**src/rtl/vec_issue_seq.sv**
```systemverilog
// rtl/vec_issue_seq.sv - vector issue sequencer streaming one element per cycle through valu
//
// Accepts one vector arithmetic command and walks its elements through a
// three-stage pipeline: VRF read -> registered ALU operands -> registered
// write-back of the ALU result. Pulses done with the last write.
//
// Ports:
//   clk, nrst                    clock (rising edge), synchronous active-low reset
//   cmd_valid/cmd_ready          command handshake; ready only while IDLE
//   cmd_op/vs1/vs2/vd/vl         command fields; vl above VLMAX clamps to VLMAX
//   rf_rd_en/reg1/reg2/elem      VRF read request; rf_rd_data1/2 return next cycle
//   alu_en/alu_a/alu_b/alu_op    registered operands to valu
//   alu_res                      valu combinational result
//   rf_wr_en/reg/elem/data       VRF write-back
//   busy, done, illegal          status; done and illegal are 1-cycle pulses
module vec_issue_seq #(
  parameter int ELEN  = 32,
  parameter int VLMAX = 16,
  parameter int NREG  = 32,
  parameter int OPW   = 9
) (
  input  logic                       clk,
  input  logic                       nrst,
  input  logic                       cmd_valid,
  output logic                       cmd_ready,
  input  logic [OPW-1:0]             cmd_op,
  input  logic [$clog2(NREG)-1:0]    cmd_vs1,
  input  logic [$clog2(NREG)-1:0]    cmd_vs2,
  input  logic [$clog2(NREG)-1:0]    cmd_vd,
  input  logic [$clog2(VLMAX):0]     cmd_vl,
  output logic                       rf_rd_en,
  output logic [$clog2(NREG)-1:0]    rf_rd_reg1,
  output logic [$clog2(NREG)-1:0]    rf_rd_reg2,
  output logic [$clog2(VLMAX)-1:0]   rf_rd_elem,
  input  logic [ELEN-1:0]            rf_rd_data1,
  input  logic [ELEN-1:0]            rf_rd_data2,
  output logic                       alu_en,
  output logic [ELEN-1:0]            alu_a,
  output logic [ELEN-1:0]            alu_b,
  output logic [OPW-1:0]             alu_op,
  input  logic [ELEN-1:0]            alu_res,
  output logic                       rf_wr_en,
  output logic [$clog2(NREG)-1:0]    rf_wr_reg,
  output logic [$clog2(VLMAX)-1:0]   rf_wr_elem,
  output logic [ELEN-1:0]            rf_wr_data,
  output logic                       busy,
  output logic                       done,
  output logic                       illegal
);

  localparam int IW = $clog2(VLMAX);
  localparam int VW = IW + 1;

  typedef enum logic [1:0] {IDLE, RUN, DRAIN, FIN} state_t;

  state_t          state;
  logic [VW-1:0]   vl_q;
  logic [VW-1:0]   rd_cnt;     // next element index to read
  logic            rd_last;    // travels with rf_rd_en
  logic            pend_valid; // read data is on rf_rd_data this cycle
  logic [IW-1:0]   pend_elem;
  logic            pend_last;
  logic [IW-1:0]   alu_elem;
  logic            alu_last;

  logic [VW-1:0]   vl_clamp;
  logic            op_legal;

  always_comb begin
    vl_clamp = (cmd_vl > VW'(VLMAX)) ? VW'(VLMAX) : cmd_vl;
    op_legal = (cmd_op == OPW'(9'h000)) || (cmd_op == OPW'(9'h004)) ||
               (cmd_op == OPW'(9'h0B9)) || (cmd_op == OPW'(9'h0BC));
  end

  assign cmd_ready = (state == IDLE);
  assign busy      = (state != IDLE);

  always_ff @(posedge clk) begin
    if (!nrst) begin
      state      <= IDLE;
      vl_q       <= '0;
      rd_cnt     <= '0;
      rd_last    <= 1'b0;
      alu_op     <= '0;
      rf_rd_en   <= 1'b0;
      rf_rd_reg1 <= '0;
      rf_rd_reg2 <= '0;
      rf_rd_elem <= '0;
      pend_valid <= 1'b0;
      pend_elem  <= '0;
      pend_last  <= 1'b0;
      alu_en     <= 1'b0;
      alu_a      <= '0;
      alu_b      <= '0;
      alu_elem   <= '0;
      alu_last   <= 1'b0;
      rf_wr_en   <= 1'b0;
      rf_wr_reg  <= '0;
      rf_wr_elem <= '0;
      rf_wr_data <= '0;
      done       <= 1'b0;
      illegal    <= 1'b0;
    end else begin
      rf_rd_en <= 1'b0;
      done     <= 1'b0;
      illegal  <= 1'b0;

      // Pipeline stages advance unconditionally; payloads only move with a
      // live element so idle stages keep their last values.
      pend_valid <= rf_rd_en;
      if (rf_rd_en) begin
        pend_elem <= rf_rd_elem;
        pend_last <= rd_last;
      end

      alu_en <= pend_valid;
      if (pend_valid) begin
        alu_a    <= rf_rd_data1;
        alu_b    <= rf_rd_data2;
        alu_elem <= pend_elem;
        alu_last <= pend_last;
      end

      rf_wr_en <= alu_en;
      if (alu_en) begin
        rf_wr_elem <= alu_elem;
        rf_wr_data <= alu_res;
        done       <= alu_last;
      end

      case (state)
        IDLE: begin
          if (cmd_valid) begin
            if (!op_legal || vl_clamp == '0) begin
              state   <= FIN;
              done    <= 1'b1;
              illegal <= !op_legal;
            end else begin
              // Element 0 is requested on the accept edge itself.
              alu_op     <= cmd_op;
              rf_rd_reg1 <= cmd_vs1;
              rf_rd_reg2 <= cmd_vs2;
              rf_wr_reg  <= cmd_vd;
              vl_q       <= vl_clamp;
              rf_rd_en   <= 1'b1;
              rf_rd_elem <= '0;
              rd_last    <= (vl_clamp == VW'(1));
              rd_cnt     <= VW'(1);
              state      <= (vl_clamp == VW'(1)) ? DRAIN : RUN;
            end
          end
        end
        RUN: begin
          rf_rd_en   <= 1'b1;
          rf_rd_elem <= rd_cnt[IW-1:0];
          rd_last    <= (rd_cnt == vl_q - VW'(1));
          rd_cnt     <= rd_cnt + VW'(1);
          if (rd_cnt == vl_q - VW'(1)) state <= DRAIN;
        end
        DRAIN: begin
          // done is registered with the last write, so leaving here one cycle
          // later keeps the next accept strictly after done.
          if (done) state <= IDLE;
        end
        FIN: state <= IDLE;
        default: state <= IDLE;
      endcase
    end
  end

endmodule

```
**config.mk**
```make
export PLATFORM = sky130hd
export DESIGN_NAME = vec_issue_seq
export DESIGN_NICKNAME = d
export VERILOG_FILES = /design/src/rtl/vec_issue_seq.sv
export SDC_FILE = /design/constraint.sdc
export NUM_CORES = 1
export LEC_CHECK = 0
export ABC_CLOCK_PERIOD_IN_PS = 1700
export CORE_ASPECT_RATIO = 1.5
export CORE_MARGIN = 2
export CORE_UTILIZATION = 37
export DETAILED_ROUTE_END_ITERATION = 12
export GPL_ROUTABILITY_DRIVEN = 1
export PLACE_DENSITY = 0.84
export SLEW_MARGIN = 10
export SYNTH_ARGS = -nofsm -noshare
export SYNTH_HDL_FRONTEND = slang
export SYNTH_SLANG_ARGS = --single-unit
```
**constraint.sdc**
```tcl
create_clock -name clk -period 1.7 [get_ports clk]
set_input_delay 0.34 -clock clk [delete_from_list [all_inputs] [get_ports clk]]
set_output_delay 0.34 -clock clk [all_outputs]
set_load 0.01 [all_outputs]
```
* Word level (Yosys, flattened, before mapping) *
Index checks and enable logic that the tools add are counted.

word-level totals
  output and inout port bits = 135
  input bits = 128
  bits in registers = 157

operators by class
  reduce and logical (&&, ||, !) cells = 14
  bitwise operators = 1
  $add $sub $neg = 2
  equal/unequal tests = 12
  $lt $le $gt $ge = 1
  mux-type cells = 23

operators with widths
  cell                                                                    number
  9-bit by 8-bit equality test with 1-bit output (second input constant)  2
  5-bit 2-to-1 mux                                                        3
  2-bit 2-to-1 mux                                                        5
  5-bit case mux with 2 select lines                                      1
  9-bit by 3-bit equality test with 1-bit output (second input constant)  1
  9-bit zero test                                                         1
  3-bit AND reduction                                                     3
  1-bit 2-to-1 mux                                                        8
  4-bit 2-to-1 mux                                                        2
  2-bit inequality test (second input constant)                           4
  2-bit case mux with 4 select lines                                      1
  4-bit case mux with 2 select lines                                      1
  5-bit by 1-bit adder with 5-bit output (second input constant)          1
  5-bit by 1-bit equality test with 1-bit output (second input constant)  1
  5-bit equality test                                                     1
  5-bit > comparator (second input constant)                              1
  5-bit zero test                                                         1
  5-bit by 1-bit subtractor with 5-bit output (second input constant)     1
  2-bit equality test (second input constant)                             2
  1-bit logical OR                                                        4
  1-bit case mux with 2 select lines                                      2
  4-bit AND reduction                                                     1
  2-bit nonzero test                                                      2
  2-bit by 1-bit equality test with 1-bit output (second input constant)  1
  3 further kinds                                                         3

* Logic depth before layout (Yosys ltp) *
  depth in word-level cells = 9
  gate-level depth with buffers = 8

* Worst setup path after synthesis *
Ideal clock, no wire load.

  kind = input-to-reg
  start = in cmd_op[1]
  end = reg rf_rd_reg1[3]
  required time = 1572 ps
  path slack = -95 ps
  library setup time = 128 ps
  arrival time = 1667 ps
  stages on the path = 7
  cells stage by stage = or3_1 > a21o_1 > nor3_2 > buf_6 > buf_8 > mux2i_1 > nor2_1

on the way
  cells in the longest elaborated chain, start to end = 8

RTL lines
  element                                                                                   line  source
  start, declared                                                                           26    input logic [OPW-1:0] cmd_op,
  9-bit by 3-bit equality test with 1-bit output / 9-bit zero test (equally long branches)  71    op_legal = (cmd_op == OPW'(9'h000)) || (cmd_op == OPW'(9'h004)) ||
  1-bit logical OR (2 in series)                                                            71
  1-bit logical OR *                                                                        72    (cmd_op == OPW'(9'h0B9)) || (cmd_op == OPW'(9'h0BC));
  1-bit zero test *                                                                         134   if (!op_legal || vl_clamp == '0) begin
  1-bit logical OR *                                                                        134
  1-bit inverter (no line) *                                                                --
  3-bit AND reduction (no line) *                                                           --
  end signal, assigned                                                                      141   rf_rd_reg1 <= cmd_vs1;
  end, declared                                                                             32    output logic [$clog2(NREG)-1:0] rf_rd_reg1,

Mark *: on every way between the ends. The rest lies on a longest branch, timed or not.
A chain may end at the register's enable or synchronous reset.

* Worst setup path in the final report *
  start = reg rd_cnt[4]
  end = reg rd_last

on the way
  cells in the longest elaborated chain, start to end = 2

RTL lines
  element                             line  source
  start, declared                     58    logic [VW-1:0] rd_cnt;
  start signal, assigned              157   rd_cnt <= rd_cnt + VW'(1);
  5-bit equality test                 156   rd_last <= (rd_cnt == vl_q - VW'(1));
  1-bit case mux with 2 select lines  131   case (state)
  end signal, assigned                147   rd_last <= (vl_clamp == VW'(1));
  end signal, assigned                156
  end, declared                       59    logic rd_last;

No other way between the ends.

==> run_results.csv <==
group,metric,value,unit
finish,fin_cells,1064,
finish,multi_input_area,0.002534,sq mm
cts,cts_root_buf,"clkbuf_16",
global_route,grt_antenna_before_repair,0,
sta,final.setup.tns,-0.009846,ns
logic_synthesis,synth_edf_count,0,
place,gp_congestion,0.7493,
logic_synthesis,synthCells,556,
place,port_buffers,262,
global_route,grt_pass1_vias,4781,
logic_synthesis,ys_dominant_reg_cell,"dfxtp_1",
critical_path,critPathKind,"flip-flop to flip-flop",
logic_synthesis,synthSimpleGateAreaFrac,0.1406,
logic_synthesis,synth-xor-area-share,0.007571,
power,p_leak,3.496,nW
cts,numCtsBuffers,17,
logic_synthesis,syn_avg_cell_area,10.40,sq um
floorplan,initial_utilization,0.3735,
logic_synthesis,synth_top_family_by_area,"multiplexers",
place,place_area,0.008835,sq mm
finish,syn2layout_area_growth,66.90,%
route,post_drt_wl_per_cell,14.76,um
status,outcome,"finished, violations left",
sta,slew_viol_final,0,
sta,fmax,584.8,MHz
cts,clk_pin_slew,0.07,ns
global_route,grt_max_degree,48,
floorplan,rows,56,
sta,period_minus_slack,1.710,ns
route,wirelength,15.71,mm
floorplan,die-area,0.01667,sq mm
cts,cts_sinks,157,
sta,fin_crit_sh,1.006,
route,ant_nets,0,
finish,fill_cells,1284,
logic_synthesis,synthArstFlopShare,0,
route,vias_per_cell,4.608,
cts,cts.path.max_buffers,2,
cts,htree_num_levels,4,
finish,largestRegisters,"alu_a (32), alu_b (32), rf_wr_data (32)",
floorplan,core,0.01548,sq mm
route,num_vias,4903,
logic_synthesis,ys_types,46,
sta,fin_skew,0.01132,ns
sta,setup-violations-final,1,
route,drtIter0Drc,202,
sta,hold_ws,0.3499,ns
place,place_hpwl,11.18,mm
logic_synthesis,seq_area_frac_synth,0.5434,
global_route,grt_overflow_total,0,
logic_synthesis,yosys_warnings,0,
critical_path,cp.required,2.03,ns
route,drc,0,
sta,max_slew_margin,0.5670,
route,first_pass_iters,4,
finish,fin_area,0.009654,sq mm
finish,layout.nets,978,
global_route,grt_pass1_wl,23.86,mm
power,powerDensity,871.6,mW/mm^2
logic_synthesis,synth_compound_area_frac,0.03677,
logic_synthesis,ys_ff_latch,157,
logic_synthesis,synth-adder-area-share,0.004326,
sta,setup_ws,-0.009846,ns
floorplan,die_h,157.1,um
worst_hold_path,hp-class,"input port to flip-flop",
status,violations,"negative setup slack",
power,power,8.415,mW
power,irDropWorstVdd,0.5617,mV
critical_path,worstSetupStartpointType,"flip-flop",
finish,diodes,0,
cts,cts_tree,"yes",
finish,layout-drive-gt1-share,0.1289,
global_route,track_usage,0.1825,
job,cap_violations,0,
logic_synthesis,syn_area,0.005784,sq mm
critical_path,crit_arrival,2.04,ns
logic_synthesis,synthMuxAreaShare,0.2321,
finish,ff_latch_area,0.003157,sq mm
cts,clock_latency,0.41,ns
critical_path,critPathCaptureType,"flip-flop",
sta,hold_viol,0,
floorplan,ios,263,
floorplan,die_w,106.1,um
critical_path,critPathMaxFanout,3,
logic_synthesis,synth_nets,686,
sta,rsz0062_at_grt,"yes",
place,dpl.cell_count,1021,
sta,worst_slew_pin_slew,0.6495,ns
==> cell usage in the layout (no fill, tap or decap), types with 4 or more instances in the layout <==
| cell | instances |
|---|---|
| nor2_1 | 141 |
| buf_12 | 5 |
| a21oi_1 | 8 |
| buf_4 | 35 |
| dlymetal6s2s_1 | 4 |
| dfxtp_2 | 5 |
| nand2b_1 | 7 |
| xnor2_1 | 4 |
| buf_6 | 4 |
| dlygate4sd2_1 | 16 |
| mux2i_1 | 133 |
| nand2_1 | 7 |
| nand3b_1 | 4 |
| clkbuf_16 | 17 |
| dfxtp_1 | 150 |
| inv_6 | 4 |
| inv_1 | 5 |
| clkdlybuf4s50_1 | 239 |
==> routing by layer <==
layer / track usage / up-vias / wire length (um)
met5: 0 / - / 0
met4: 0.06642 / 0 / 254
met3: 0.05507 / 16 / 1004
met2: 0.3456 / 178 / 8474
met1: 0.1878 / 2268 / 5976
li1: - / 2441 / -
==> what timing repair did <==
| item | 4_1_cts | 5_1_grt |
|---|---|---|
| pin swaps | 12 | 11 |
| gates resized for setup | 36 | 20 |
| setup buffers | 10 | 0 |
| setup endpoints to repair | 47 | 44 |
| cloned | 2 | 0 |
| hold buffers | 0 | 0 |
==> logic make-up after synthesis <==
kind of cell | Yosys count
simple gates | 186
flops | 157
mux | 134
buf+inv | 44
compound gates | 28
xor+xnor | 5
fa+ha+maj | 2
==> report_power, final <==
part / switching (mW) / internal [mW] / leakage, nW
clock network: 1.57 / 2.24 / 0.283
registers: 0.0422 / 3.74 / 1.27
logic: 0.309 / 0.507 / 1.94
==> path summary, 6_finish.rpt <==
check,startpoint,slack (ns),to,cells past startpoint
setup / recovery,rd_cnt[4],-0.01,rd_last,6
hold / removal,cmd_op[7],0.35,alu_op[3],4
setup reg to reg,rd_cnt[4],-0.01,rd_last,6
hold reg to reg,state[1],0.45,state[0],1
==> cells in the mapped netlist (all sizes together), types with 3 or more instances <==
master	n	area, sq um
clkbuf	14	52.55
buf	21	117.6
inv	9	33.78
and2	6	41.29
nor2	142	533.0
mux2i	133	1331
nor3	4	25.02
xnor2	4	35.03
nand3b	4	30.03
a22oi	4	30.03
nand2	7	26.28
a21oi	10	57.56
or3	4	25.02
nand2b	7	43.79
o21ai	4	20.01
dfxtp	157	3143
nor2b	3	18.77
==> area by class of cell <==
cell class                      count  area share
Clock buffer                       19     0.04588
Clock inverter                     13     0.01607
Inverter                            9    0.003758
Multi-Input combinational cell    355      0.2624
Sequential cell                   157      0.3270
Tap cell                          203     0.02631
Timing Repair Buffer              308      0.3186
==> stage by stage <==
stage	worst slack [ns]	util
after global placement	-0.5976	0.5705
final	-0.009846	0.6235
after global routing	-0.1117	0.6235
after floorplan	-0.05242	-
after detailed placement	-0.6757	0.5705
after CTS	-0.09306	0.6201
==> critical path: stages (launching register included) <==
cell and delay (ns):
dfxtp_1 0.38, xor2_1 0.23, nand4_1 0.20, a2111oi_4 0.38, buf_4 0.19, inv_2 0.04
a221oi_2 0.21
Power figures use the tool's default switching activity.
